==> src/rtl/circle_pos_ctrl_pkg.sv <==
// Shared constants and types for the OLED circle overlay: panel geometry, default radius,
// home position, direction/FSM encodings and the clamp-limit helpers.
package circle_pos_ctrl_pkg;

    localparam int POS_W      = 7;
    localparam int SCREEN_W   = 96;
    localparam int SCREEN_H   = 64;
    localparam int DEF_RADIUS = 6;

    localparam logic [POS_W-1:0] HOME_X = 7'd48;
    localparam logic [POS_W-1:0] HOME_Y = 7'd32;

    // Bit positions of the buttons inside the top-level press vector.
    localparam int BTN_UP     = 0;
    localparam int BTN_DOWN   = 1;
    localparam int BTN_LEFT   = 2;
    localparam int BTN_RIGHT  = 3;
    localparam int BTN_CENTRE = 4;
    localparam int NUM_BTN    = 5;

    typedef enum logic [1:0] {
        DIR_UP    = 2'd0,
        DIR_DOWN  = 2'd1,
        DIR_LEFT  = 2'd2,
        DIR_RIGHT = 2'd3
    } dir_t;

    typedef enum logic {
        ST_IDLE = 1'b0,
        ST_MOVE = 1'b1
    } state_t;

    typedef struct packed {
        logic [POS_W-1:0] x_min;
        logic [POS_W-1:0] x_max;
        logic [POS_W-1:0] y_min;
        logic [POS_W-1:0] y_max;
    } limits_t;

    // Centre range that keeps a circle of the given radius fully on the panel.
    function automatic limits_t make_limits(input int radius);
        limits_t lim;
        lim.x_min = POS_W'(radius);
        lim.x_max = POS_W'(SCREEN_W - 1 - radius);
        lim.y_min = POS_W'(radius);
        lim.y_max = POS_W'(SCREEN_H - 1 - radius);
        return lim;
    endfunction

    function automatic logic at_limit(input dir_t d,
                                      input logic [POS_W-1:0] x,
                                      input logic [POS_W-1:0] y,
                                      input limits_t lim);
        logic hit;
        hit = 1'b0;
        case (d)
            DIR_UP:    hit = (y == lim.y_min);
            DIR_DOWN:  hit = (y == lim.y_max);
            DIR_LEFT:  hit = (x == lim.x_min);
            DIR_RIGHT: hit = (x == lim.x_max);
            default:   hit = 1'b0;
        endcase
        return hit;
    endfunction

endpackage

==> src/rtl/btn_sync_edge.sv <==
// Two-flop synchroniser for a raw asynchronous pushbutton followed by a rising-edge
// detector; rise is high for one cycle, two clocks after the button goes high.
module btn_sync_edge (
    input  logic clk,
    input  logic rst_n,
    input  logic btn,
    output logic rise
);

    logic sync_1;
    logic sync_2;
    logic sync_2_d;

    always_ff @(posedge clk or negedge rst_n) begin
        if (!rst_n) begin
            sync_1   <= 1'b0;
            sync_2   <= 1'b0;
            sync_2_d <= 1'b0;
        end else begin
            sync_1   <= btn;
            sync_2   <= sync_1;
            sync_2_d <= sync_2;
        end
    end

    // Decoded from registers only, so nothing downstream sees the raw pin.
    assign rise = sync_2 & ~sync_2_d;

endmodule

==> src/rtl/circle_pos_ctrl.sv <==
// Button-driven centre position for the circle overlay: accepted presses start continuous
// one-pixel-per-tick motion, clamped to the panel; centre stops and recentres.
module circle_pos_ctrl
    import circle_pos_ctrl_pkg::*;
#(
    parameter int TICK_DIV    = 3_333_333,
    parameter int LOCK_CYCLES = 20_000_000,
    parameter int RADIUS      = DEF_RADIUS
) (
    input  logic             clk,
    input  logic             rst_n,
    input  logic             btn_up,
    input  logic             btn_down,
    input  logic             btn_left,
    input  logic             btn_right,
    input  logic             btn_centre,
    output logic [POS_W-1:0] base_x,
    output logic [POS_W-1:0] base_y,
    output logic             moving,
    output logic [1:0]       dir
);

    localparam limits_t LIM = make_limits(RADIUS);

    localparam int TICK_W = (TICK_DIV > 1) ? $clog2(TICK_DIV) : 1;
    localparam int LOCK_W = (LOCK_CYCLES > 1) ? $clog2(LOCK_CYCLES) : 1;
    localparam logic [TICK_W-1:0] TICK_LAST = TICK_W'(TICK_DIV - 1);
    localparam logic [LOCK_W-1:0] LOCK_LOAD = LOCK_W'(LOCK_CYCLES - 1);

    logic [NUM_BTN-1:0] btn_raw;
    logic [NUM_BTN-1:0] rise;

    logic [LOCK_W-1:0]  lockout;
    logic [TICK_W-1:0]  tick;
    state_t             state;
    dir_t               dir_q;

    logic               accept;
    logic               sel_centre;
    dir_t               sel_dir;
    logic               sel_blocked;
    logic               step_fire;
    logic [POS_W-1:0]   step_x;
    logic [POS_W-1:0]   step_y;
    logic               step_done;

    assign btn_raw[BTN_UP]     = btn_up;
    assign btn_raw[BTN_DOWN]   = btn_down;
    assign btn_raw[BTN_LEFT]   = btn_left;
    assign btn_raw[BTN_RIGHT]  = btn_right;
    assign btn_raw[BTN_CENTRE] = btn_centre;

    for (genvar i = 0; i < NUM_BTN; i++) begin : g_btn
        btn_sync_edge u_sync (
            .clk   (clk),
            .rst_n (rst_n),
            .btn   (btn_raw[i]),
            .rise  (rise[i])
        );
    end

    // Only the highest-priority edge of a cycle is considered; the rest are lost.
    always_comb begin
        sel_centre = 1'b0;
        sel_dir    = DIR_UP;
        if (rise[BTN_CENTRE]) begin
            sel_centre = 1'b1;
        end else if (rise[BTN_UP]) begin
            sel_dir = DIR_UP;
        end else if (rise[BTN_DOWN]) begin
            sel_dir = DIR_DOWN;
        end else if (rise[BTN_LEFT]) begin
            sel_dir = DIR_LEFT;
        end else begin
            sel_dir = DIR_RIGHT;
        end
    end

    assign accept      = (lockout == '0) && (|rise);
    assign sel_blocked = at_limit(sel_dir, base_x, base_y, LIM);
    assign step_fire   = (state == ST_MOVE) && (tick == TICK_LAST);

    // Limit is checked before the inc/dec, so the 7-bit position can never wrap.
    always_comb begin
        step_x = base_x;
        step_y = base_y;
        if (!at_limit(dir_q, base_x, base_y, LIM)) begin
            case (dir_q)
                DIR_UP:    step_y = base_y - 1'b1;
                DIR_DOWN:  step_y = base_y + 1'b1;
                DIR_LEFT:  step_x = base_x - 1'b1;
                DIR_RIGHT: step_x = base_x + 1'b1;
                default:   step_x = base_x;
            endcase
        end
        step_done = at_limit(dir_q, step_x, step_y, LIM);
    end

    always_ff @(posedge clk or negedge rst_n) begin
        if (!rst_n) begin
            lockout <= '0;
        end else if (accept) begin
            lockout <= LOCK_LOAD;
        end else if (lockout != '0) begin
            lockout <= lockout - 1'b1;
        end
    end

    // A press consumes its cycle: any step due on that same edge is discarded.
    always_ff @(posedge clk or negedge rst_n) begin
        if (!rst_n) begin
            state  <= ST_IDLE;
            dir_q  <= DIR_UP;
            base_x <= HOME_X;
            base_y <= HOME_Y;
            tick   <= '0;
        end else if (accept) begin
            if (sel_centre) begin
                state  <= ST_IDLE;
                base_x <= HOME_X;
                base_y <= HOME_Y;
                tick   <= '0;
            end else if (!sel_blocked) begin
                state <= ST_MOVE;
                dir_q <= sel_dir;
                tick  <= '0;
            end
        end else if (state == ST_MOVE) begin
            if (step_fire) begin
                tick   <= '0;
                base_x <= step_x;
                base_y <= step_y;
                if (step_done) begin
                    state <= ST_IDLE;
                end
            end else begin
                tick <= tick + 1'b1;
            end
        end else begin
            tick <= '0;
        end
    end

    assign moving = (state == ST_MOVE);
    assign dir    = dir_q;

endmodule

==> config.mk <==
export PLATFORM = sky130hd
export DESIGN_NAME = circle_pos_ctrl
export DESIGN_NICKNAME = d
export VERILOG_FILES = /design/src/rtl/circle_pos_ctrl_pkg.sv /design/src/rtl/btn_sync_edge.sv /design/src/rtl/circle_pos_ctrl.sv
export SDC_FILE = /design/constraint.sdc
export NUM_CORES = 1
export LEC_CHECK = 0
export ABC_AREA = 1
export BUFFER_PORTS_ARGS = -buffer_cell sky130_fd_sc_hd__buf_2
export CORE_MARGIN = 3
export CORE_UTILIZATION = 50
export DETAILED_ROUTE_END_ITERATION = 8
export PLACE_DENSITY_LB_ADDON = 0.15
export SYNTH_ARGS = -nofsm -noshare
export SYNTH_HDL_FRONTEND = slang
export SYNTH_HIERARCHICAL = 1
export SYNTH_SLANG_ARGS = --single-unit
export TNS_END_PERCENT = 5
==> constraint.sdc <==
create_clock -name clk -period 2.2 [get_ports clk]
set_input_delay 0.44 -clock clk [delete_from_list [all_inputs] [get_ports clk]]
set_output_delay 0.44 -clock clk [all_outputs]
set_load 0.1 [all_outputs]
==> results of run 1 <==
[cell usage in the layout (no fill, tap or decap), types with 19 or more instances in the layout]
cell type / Yosys / layout
inv_1: 100 / 90
buf_2: 2 / 22
dfrtp_1: 76 / 62
nand2_1: 145 / 140
o21ai_0: 23 / 20
nor2_2: 14 / 19
buf_4: 1 / 59
nand4_1: 19 / 19
nor2_1: 77 / 69
a21oi_1: 28 / 25
nand3_1: 36 / 34
[sequential cells by signal, summed over array words and instances (netlist names)]
signal and count:
base_x 7, base_y 7, dir 2, g_btn.u_sync/sync_1 5, g_btn.u_sync/sync_2 5, g_btn.u_sync/sync_2_d 5
lockout 25, moving 1, tick 22
[layer usage]
metal	routed length (um)	share of wire [%]	GRT usage, %	vias up
met5	0	0	0	-
met4	260	2.1	8.58	0
met3	448	3.7	3.43	22
met2	5700	47	36.6	107
met1	5770	47	31.9	2181
li1	-	-	-	2387
[power groups by stage]
stage,Clock [mW],Combinational [mW],Sequential (mW)
CTS,1.36,0.680,1.64
detailed placement,0,0.664,1.66
floorplan,0,0.382,1.71
finish,1.34,0.720,1.64
global placement,0,0.646,1.66
global route,1.43,0.819,1.66
[how the worst max path moves through the flow]
stage / start / cells after the start / slack [ns] / end
6_report: dir[1]$_DFFE_PN0P_ / 21 / -0.21 / moving$_DFFE_PN0P_
5_1_grt: dir[1]$_DFFE_PN0P_ / 22 / -0.41 / moving$_DFFE_PN0P_
4_1_cts: dir[1]$_DFFE_PN0P_ / 22 / -0.20 / moving$_DFFE_PN0P_
3_5_place_dp: dir[0]$_DFFE_PN0P_ / 23 / -0.24 / moving$_DFFE_PN0P_
3_3_place_gp: dir[0]$_DFFE_PN0P_ / 23 / -0.16 / moving$_DFFE_PN0P_
2_1_floorplan: dir[0]$_DFFE_PN0P_ / 23 / -0.27 / moving$_DFFE_PN0P_
[cell type report]
cell class	count	area (sq um)
clock buffer	13	159
multi-input combinational	479	2820
fill	899	3550
clock inverter	3	90.1
timing repair buffer	84	596
inverter	110	424
sequential	79	2010
tap	133	166
[kinds of logic (layout without fill, tap and decap cells)]
kind of cell               after synthesis  count (layout)  share of synthesized area [%]
adders and majority gates               16              16                           4.25
xor gates and xnor gates                20              20                           3.46
AOI/OAI and AO/OA                       92              92                           10.6
muxes                                    1               1                          0.197
DFF                                     79              79                           39.1
and+or+nand+nor                        350             350                           33.2
buffers and inverters                  118             210                           9.16
[per-stage QoR]
step	std cells	instance area (sq um)
2_1_floorplan	676	5170
4_1_cts	899	6150
3_3_place_gp	882	5850
5_1_grt	901	6270
3_5_place_dp	882	5850
6_report	901	6270
[cell usage after synthesis, types with 3 or more instances]
library cell  instances  area share, %
a21oi_1              28            2.8
clkbuf_1              3           0.22
dfrtp_1              76             38
dfstp_2               3            1.6
ha_1                 14            3.5
inv_1               100            7.4
inv_2                10           0.74
nand2_1             145             11
nand2_2              11            1.4
nand3_1              36            3.6
nand3_2               5           0.99
nand3_4               3            1.0
nand3b_1              4           0.59
nand4_1              19            2.3
nor2_1               77            5.7
nor2_2               14            1.7
nor2_4                3           0.67
nor3_1               17            1.7
nor3_2                3           0.59
nor4_1                6           0.74
o211ai_1              3           0.44
o21ai_0              23            2.3
o21ai_1               4           0.39
o22ai_1              18            2.2
xnor2_1               8            1.4
xor2_1               12            2.1
[timing repair]
item,in CTS,in global routing
resized for setup,15,32
pin swaps,8,13
endpoints found under the setup margin,12,41
buffers inserted,1,2
==> flow_summary_export.csv, run 1 <==
group,metric,value,unit
grt,gr-total-overflow,0,
status,violations,"negative setup slack",
logic_synthesis,ys.flop_type,"dfrtp_1",
sta,drv_slew,0,
floorplan,pin_count,24,
critical_path,r2r_slack,-0.21,ns
routing,detail_route.wl_per_cell,13.5,um
logic_synthesis,seq_area_frac_synth,39.1,%
routing,drcViolationCount,0,
floorplan,die_area,11400,sq um
power,p_int,2.66,mW
placed_design,dp_hpwl,9090,um
job,drv_cap,0,
clocking,cts.htree.levels,3,
clocking,clk_latency,0.36,ns
sta,skew,0.0165,ns
critical_path,critPathBufInv,1,
routing,antenna_left,0,
clocking,clk_pin_slew,0.08,ns
sta,setup_viol,1,
placed_design,port_buffers,23,
grt,antenna_found_initial,0,
sta,hold_viol_final,0,
power,p_leak,2.97,nW
floorplan,rows,36,
placed_design,dp_slack,-0.244,ns
critical_path,r2r_start,"dir[1]$_DFFE_PN0P_",
sta,finalWorstSetupSlack,-0.212,ns
power,p_sw,1.03,mW
sta,period_needed,2.41,ns
clocking,holdBufCountCts,0,
logic_synthesis,syn_inst,676,
critical_path,cpLargestDelayFamily,"simple AND/OR/NAND/NOR gates",
cells_and_area,fin_util,63.8,%
critical_path,arrival,2.66,ns
floorplan,core_region_area,9820,sq um
grt,grt_pass1_wl,21300,um
power,power.total,3.70,mW
critical_path,crit_path_end_kind,"flop",
critical_path,worstPathRequired,2.44,ns
routing,drtIter0Drc,335,
sta,worstMarginPinSlew,0.524,ns
critical_path,start_kind,"flop",
logic_synthesis,async_reset_ff_share,100,%
clocking,clk_path_buf_depth,2,
logic_synthesis,synth-edff-count,0,
sta,fmax,0.415,GHz
power,seqPwrFrac,44.3,%
cells_and_area,antenna_cells,0,
routing,via_per_inst,5.21,
logic_synthesis,synth_fp_nets,699,
sta,rsz0062_at_grt,"yes",
grt,grt_max_degree,40,
clocking,cts_tree,"built",
floorplan,fp.dieW,107,um
routing,firstDrtPassIters,5,
power,ir_drop,0.692,mV
routing,via_count,4697,
routing,drt_wl_total,12200,um
cells_and_area,syn_to_final_growth,23.6,%
clocking,cts_inserted_buffers,9,
placed_design,gp_congestion,0.895,
cells_and_area,finalNetCount,786,
critical_path,critPathKind,"reg -> reg",
grt,grtUsageTotal,23.0,%
power,p_comb_share,19.5,%
critical_path,rr_endpoint,"moving$_DFFE_PN0P_",
sta,slew_headroom,65.1,%
clocking,clock_sinks,79,
min_path,hp-class,"in -> async",
clocking,root_buffer,"clkbuf_8",
critical_path,slowest_delay,0.52,ns
cells_and_area,layout-drive-gt1-share,27.3,%
floorplan,fp.dieH,107,um
grt,grt_pass1_vias,4560,
logic_synthesis,netlist_area,5070,sq um
logic_synthesis,yosysUniqueCellTypes,46,
status,status,"finished with violations",
power,switching_share,28.0,%
critical_path,crit_fanout,7,
logic_synthesis,synth.avg_cell_area,7.50,sq um
critical_path,cp_common_cell,"nand2_1",
critical_path,r2r_cells,21,
critical_path,slowest_stage,"dfrtp_4",
logic_synthesis,synth-seq-cells,79,
sta,fin_tns_setup,-0.212,ns
critical_path,critical_path.cell_chain,"nor2_4, inv_6, ha_4, a21oi_4, nand3b_1, nand2_1, nand2_1, o21ai_1, nand2_1, nand2_2, nand2_1, nor2_2, nand2_1, nand2_1, nand2_1, nand2_1, nand2_1, nand2_1, nand2_1, nand2_1, nand2_1",
sta,hold_ws,0.0464,ns
power,powerDensity,590,nW/um^2
floorplan,start_util,51.6,%
logic_synthesis,yosysWarnings,6,
power,clkPwrFrac,36.2,%
sta,post-route-period-util,110,%
Note: power is estimated with default switching activity, not from simulation.
==> run 2: changes to the inputs <==
--- a/config.mk
+++ b/config.mk
@@ -8,7 +8,7 @@
 export ABC_AREA = 1
 export BUFFER_PORTS_ARGS = -buffer_cell sky130_fd_sc_hd__buf_2
 export CORE_MARGIN = 3
-export CORE_UTILIZATION = 50
+export CORE_UTILIZATION = 56
 export DETAILED_ROUTE_END_ITERATION = 8
 export PLACE_DENSITY_LB_ADDON = 0.15
 export SYNTH_ARGS = -nofsm -noshare
==> run 2 against run 1 <==
Cell count is 3.2% lower. First-iteration DRC count is 36% lower. Clock power down 18%. Combinational power is 3.6% lower. Critical path type unchanged. Worst hold slack better by 0.023 ns. Global-route usage is 1.7 points higher. Flip-flop and latch count unchanged. Total power down 7.2%. The run still ends with negative setup slack left. Critical path depth increased by 1.
==> flow_summary_export.csv, run 2 (same netlist as run 1, synthesis figures left out) <==
group,metric,value,unit
sta,rsz0062_at_grt,"yes",
cells_and_area,largest_reg_flops,25,
floorplan,fp.dieH,101,um
sta,post-route-period-util,110,%
power,power.total,3.43,mW
sta,setup_viol,1,
clocking,cts_inserted_buffers,9,
cells_and_area,n_fill_cell,697,
critical_path,crit_path_end_kind,"flop",
grt,gr-total-overflow,0,
placed_design,gp_congestion,0.969,
placed_design,place_inst,852,
cells_and_area,antenna_cells,0,
cells_and_area,layout_common_cells,"142 x nand2_1, 96 x inv_1, 72 x nor2_1",
sta,finalWorstSetupSlack,-0.219,ns
cells_and_area,finalNetCount,782,
sta,drv_slew,0,
sta,worstMarginPinSlew,0.542,ns
critical_path,start_kind,"flop",
cells_and_area,syn_to_final_growth,21.8,%
cells_and_area,stdcell_count,872,
sta,period_needed,2.42,ns
routing,via_count,4791,
floorplan,die_area,10200,sq um
placed_design,dp_hpwl,8790,um
floorplan,rows,34,
grt,antenna_found_initial,0,
clocking,cts.htree.levels,3,
cells_and_area,top_regs,"lockout: 25 flops, tick: 22 flops",
status,status,"finished with violations",
cells_and_area,layout_commonest_cell,"nand2_1",
grt,grt_pass1_vias,4597,
clocking,cts_tree,"built",
routing,drtIter0Drc,214,
clocking,clock_sinks,79,
clocking,clk_path_buf_depth,2,
grt,grt_pass1_wl,20700,um
routing,drcViolationCount,0,
floorplan,start_util,57.8,%
sta,slew_headroom,63.8,%
routing,antenna_left,0,
power,ir_drop,0.532,mV
clocking,clk_latency,0.35,ns
critical_path,crit_fanout,7,
grt,grtUsageTotal,24.7,%
routing,detail_route.wl_per_cell,13.5,um
routing,via_per_inst,5.49,
placed_design,port_buffers,23,
power,p_leak,2.93,nW
cells_and_area,regMostFlops,"lockout",
routing,firstDrtPassIters,5,
sta,skew,0.0124,ns
clocking,root_buffer,"clkbuf_8",
job,drv_cap,0,
sta,hold_viol_final,0,
sta,fmax,0.413,GHz
routing,drt_wl_total,11800,um
floorplan,fp.dieW,101,um
status,violations,"negative setup slack",
power,powerDensity,556,nW/um^2
critical_path,critPathKind,"reg -> reg",
grt,grt_max_degree,43,
floorplan,core_region_area,8760,sq um
critical_path,arrival,2.65,ns
clocking,clk_pin_slew,0.08,ns
cells_and_area,layout-drive-gt1-share,26.6,%
placed_design,dp_slack,-0.266,ns
floorplan,pin_count,24,
critical_path,worstPathRequired,2.43,ns
min_path,hp-class,"in -> async",
-- run 2: final timing paths --
check | end | startpoint | cells after the start | slack, ns
max in group asynchronous | lockout[13]$_DFFE_PN0P_ | rst_n | 2 | 1.54
worst min-delay path | base_x[1]$_DFFE_PN0P_ | rst_n | 1 | 0.07
worst max-delay path | moving$_DFFE_PN0P_ | dir[1]$_DFFE_PN0P_ | 22 | -0.22
min in group clk | g_btn[1].u_sync/sync_1$_DFF_PN0_ | btn_down | 1 | 0.19
worst min register to register | g_btn[3].u_sync/sync_2$_DFF_PN0_ | g_btn[3].u_sync/sync_1$_DFF_PN0_ | 0 | 0.35
worst max register to register | moving$_DFFE_PN0P_ | dir[1]$_DFFE_PN0P_ | 22 | -0.22
-- run 2: area by class of cell --
class,instances,area (sq um),share of cell area (%)
multi-input combinational,479,2830,45.9
clock inverter,6,68.8,1.11
inverter,110,420,6.81
clock buffer,10,138,2.23
timing repair buffer,80,571,9.24
tap,108,135,2.19
sequential,79,2010,32.5
-- run 2: through the flow --
stage                     util, %  area (sq um)  hold WS [ns]  TNS [ns]
after global routing         70.5          6180         0.101     -3.46
final                        70.5          6180        0.0690    -0.219
after detailed placement     66.1          5790         0.335    -0.296
after floorplan                 -          5170         0.144    -0.820
after CTS                    69.3          6070        0.0845    -0.231
after global placement       66.1          5790         0.332    -0.216
-- run 2: where the power goes --
group	switching, mW	total [mW]	leakage, nW	internal [mW]
Sequential	0.0804	1.64	0.979	1.55
Clock	0.544	1.10	0.0912	0.558
Combinational	0.422	0.694	1.86	0.272
Total	1.05	3.43	2.93	2.39
-- run 2: layer usage --
metal	part of all wire, %	track usage, %
met1	46	33.3
met2	47	40.8
met4	2.5	8.49
met5	0	0
met3	4.7	3.65
-- run 2: worst max-delay path, stage by stage, from the launching register on --
cell	delay [ns]
dfrtp_4	0.52
nor2_4	0.17
inv_6	0.09
ha_4	0.32
nand3_2	0.10
nand2_1	0.09
nand2_1	0.06
nand2_1	0.05
nand2_1	0.04
o21ai_0	0.06
nand2_1	0.08
nand2_2	0.09
nand2_1	0.05
nor2_1	0.09
nand2_1	0.06
nand2_1	0.05
nand2_1	0.04
nand2_1	0.07
nand2_1	0.05
nand2_1	0.05
nand2_1	0.05
nand2_1	0.05
nand2_1	0.05
-- run 2: what timing repair did --
item                       in CTS  in global routing
hold buffers                    0                  0
pin swaps                      16                  4
setup endpoints to repair      11                 44
resized for setup              16                 22
setup buffers                   3                  1
==> run 3: changes to the inputs <==
--- a/config.mk
+++ b/config.mk
@@ -10,6 +10,7 @@
 export CORE_MARGIN = 3
 export CORE_UTILIZATION = 56
 export DETAILED_ROUTE_END_ITERATION = 8
+export HOLD_SLACK_MARGIN = 0.15
 export PLACE_DENSITY_LB_ADDON = 0.15
 export SYNTH_ARGS = -nofsm -noshare
 export SYNTH_HDL_FRONTEND = slang
==> run 3 against run 2 <==
The flow still finishes with violations (negative setup slack). Non-clock buffer count is 1 higher. Global-route usage is 0.073 points higher. Worst hold slack better by 0.12 ns. Total power is 0.12% higher. Core utilization is 0.11 points higher. Die area stayed put. Clock power hardly changed. Via count is 0.33% higher. Critical endpoint unchanged. Largest cell class unchanged.
==> flow_summary_export.csv, run 3 (same netlist as run 1, synthesis figures left out) <==
group,metric,value,unit
status,status,"finished with violations",
status,violations,"negative setup slack",
sta,drv_slew,0,
sta,post-route-period-util,110,%
power,switching_share,30.6,%
cells_and_area,fin_util,70.6,%
floorplan,core_region_area,8760,sq um
floorplan,pin_count,24,
placed_design,place_area,5790,sq um
sta,setup_viol,1,
clocking,cts.htree.levels,3,
cells_and_area,regMostFlops,"lockout",
power,powerDensity,556,nW/um^2
routing,detail_route.wl_per_cell,13.5,um
cells_and_area,stdcell_count,873,
min_path,hp-class,"in -> reg",
critical_path,start_kind,"flop",
cells_and_area,finalNetCount,783,
sta,worstMarginPinSlew,0.543,ns
floorplan,die_area,10200,sq um
job,drv_cap,0,
critical_path,r2r_slack,-0.22,ns
critical_path,slowest_delay,0.52,ns
sta,hold_viol_final,0,
placed_design,dp_hpwl,8790,um
cells_and_area,n_fill_cell,695,
power,seqPwrFrac,47.6,%
critical_path,critPathCapture,"moving$_DFFE_PN0P_",
power,power.total,3.44,mW
routing,drt_wl_total,11800,um
floorplan,fp.dieH,101,um
critical_path,r2r_start,"dir[1]$_DFFE_PN0P_",
critical_path,crit_path_end_kind,"flop",
clocking,clk_latency,0.35,ns
sta,hold_ws,0.185,ns
clocking,cts_tree,"built",
critical_path,crit_start,"dir[1]$_DFFE_PN0P_",
cells_and_area,largest_reg_flops,25,
cells_and_area,layout-drive-gt1-share,26.5,%
critical_path,slowest_stage,"dfrtp_4",
sta,period_needed,2.42,ns
critical_path,worstPathRequired,2.43,ns
sta,fmax,0.413,GHz
critical_path,arrival,2.66,ns
power,p_sw,1.05,mW
grt,grtUsageTotal,24.7,%
sta,rsz0062_at_grt,"yes",
critical_path,cp_common_cell,"nand2_1",
clocking,cts_inserted_buffers,9,
grt,antenna_found_initial,0,
routing,antenna_left,0,
routing,drtIter0Drc,223,
grt,gr-total-overflow,0,
critical_path,critical_path.cell_chain,"nor2_4, inv_6, ha_4, nand3_2, nand2_1, nand2_1, nand2_1, nand2_1, o21ai_0, nand2_1, nand2_2, nand2_1, nor2_1, nand2_1, nand2_1, nand2_1, nand2_1, nand2_1, nand2_1, nand2_1, nand2_1, nand2_1",
sta,finalWorstSetupSlack,-0.223,ns
power,clkPwrFrac,32.2,%
placed_design,port_buffers,23,
sta,skew,0.0133,ns
power,ir_drop,0.532,mV
cells_and_area,fin_area,6190,sq um
cells_and_area,seqCellArea,2010,sq um
power,p_comb_share,20.2,%
routing,drcViolationCount,0,
cells_and_area,layout_common_cells,"142 x nand2_1, 96 x inv_1, 72 x nor2_1",
floorplan,rows,34,
floorplan,start_util,57.8,%
critical_path,r2r_cells,22,
routing,firstDrtPassIters,5,
cells_and_area,antenna_cells,0,
power,p_int,2.39,mW
critical_path,rr_endpoint,"moving$_DFFE_PN0P_",
grt,grt_max_degree,43,
critical_path,crit_fanout,7,
clocking,clk_path_buf_depth,2,
critical_path,critPathKind,"reg -> reg",
placed_design,place_inst,852,
placed_design,gp_congestion,0.969,
clocking,clock_sinks,79,
routing,via_per_inst,5.51,
cells_and_area,layout_commonest_cell,"nand2_1",
cells_and_area,syn_to_final_growth,22.0,%
clocking,root_buffer,"clkbuf_8",
power,p_leak,2.93,nW
grt,grt_pass1_vias,4608,
cells_and_area,top_regs,"lockout: 25 flops, tick: 22 flops",
sta,slew_headroom,63.8,%
grt,grt_pass1_wl,20700,um
floorplan,fp.dieW,101,um
cells_and_area,multi_input_area,2830,sq um
routing,via_count,4807,
clocking,clk_pin_slew,0.09,ns
## run 3: cell count changes in the layout (fill, tap and decap cells not counted)
cell,previous run,this run
dlygate4sd3_1,0,1
## run 3: per-stage QoR
| step | setup slack [ns] | TNS, ns |
|---|---|---|
| floorplan | -0.272 | -0.820 |
| global placement | -0.216 | -0.216 |
| detailed placement | -0.266 | -0.296 |
| CTS | -0.193 | -0.231 |
| global route | -0.484 | -3.46 |
| finish | -0.223 | -0.223 |
## run 3: power by group through the flow
stage	combinational [mW]	sequential, mW	clock [mW]
6_report	0.695	1.64	1.11
5_1_grt	0.787	1.65	1.20
4_1_cts	0.674	1.63	1.14
3_5_place_dp	0.656	1.66	0
3_3_place_gp	0.637	1.66	0
2_1_floorplan	0.382	1.71	0
## run 3: final cells by class
| class | instances | share of cell area, % |
|---|---|---|
| Clock buffer | 10 | 2.22 |
| Tap cell | 108 | 2.18 |
| Sequential cell | 79 | 32.5 |
| Inverter | 110 | 6.80 |
| Multi-Input combinational cell | 479 | 45.8 |
| Clock inverter | 6 | 1.11 |
| Timing Repair Buffer | 81 | 9.39 |
## run 3: worst min-delay path by stage
stage | end | cells after the start | from | slack [ns]
final | g_btn[1].u_sync/sync_1$_DFF_PN0_ | 1 | btn_down | 0.18
after global placement | g_btn[1].u_sync/sync_2$_DFF_PN0_ | 0 | g_btn[1].u_sync/sync_1$_DFF_PN0_ | 0.33
after global routing | g_btn[1].u_sync/sync_1$_DFF_PN0_ | 1 | btn_down | 0.16
after detailed placement | g_btn[0].u_sync/sync_2$_DFF_PN0_ | 0 | g_btn[0].u_sync/sync_1$_DFF_PN0_ | 0.33
after floorplan | base_x[1]$_DFFE_PN0P_ | 0 | rst_n | 0.14
after CTS | g_btn[1].u_sync/sync_1$_DFF_PN0_ | 1 | btn_down | 0.17
## run 3: critical path: cells and delay by family (launching register included)
kind            cells  cell delay [ns]
simple gates       19             1.30
compound gates      1             0.06
fa+ha+maj           1             0.32
flops               1             0.52
buf+inv             1             0.09
## run 3: timing repair
action                                 in CTS  in global routing
gates resized for setup                    16                 22
setup endpoints to repair                  11                 44
pin swaps                                  16                  4
endpoints found under the hold margin      38                  0
hold buffers                                1                  0
buffers inserted                            3                  1
## run 3: per-layer routing
metal  vias to the layer above  routed length, um  global-route usage [%]
met5                         -                  0                       0
met4                         0                309                    8.49
met3                        32                570                    3.65
met2                       153               5550                    41.1
met1                      2245               5390                    33.2
li1                       2377                  -                       -
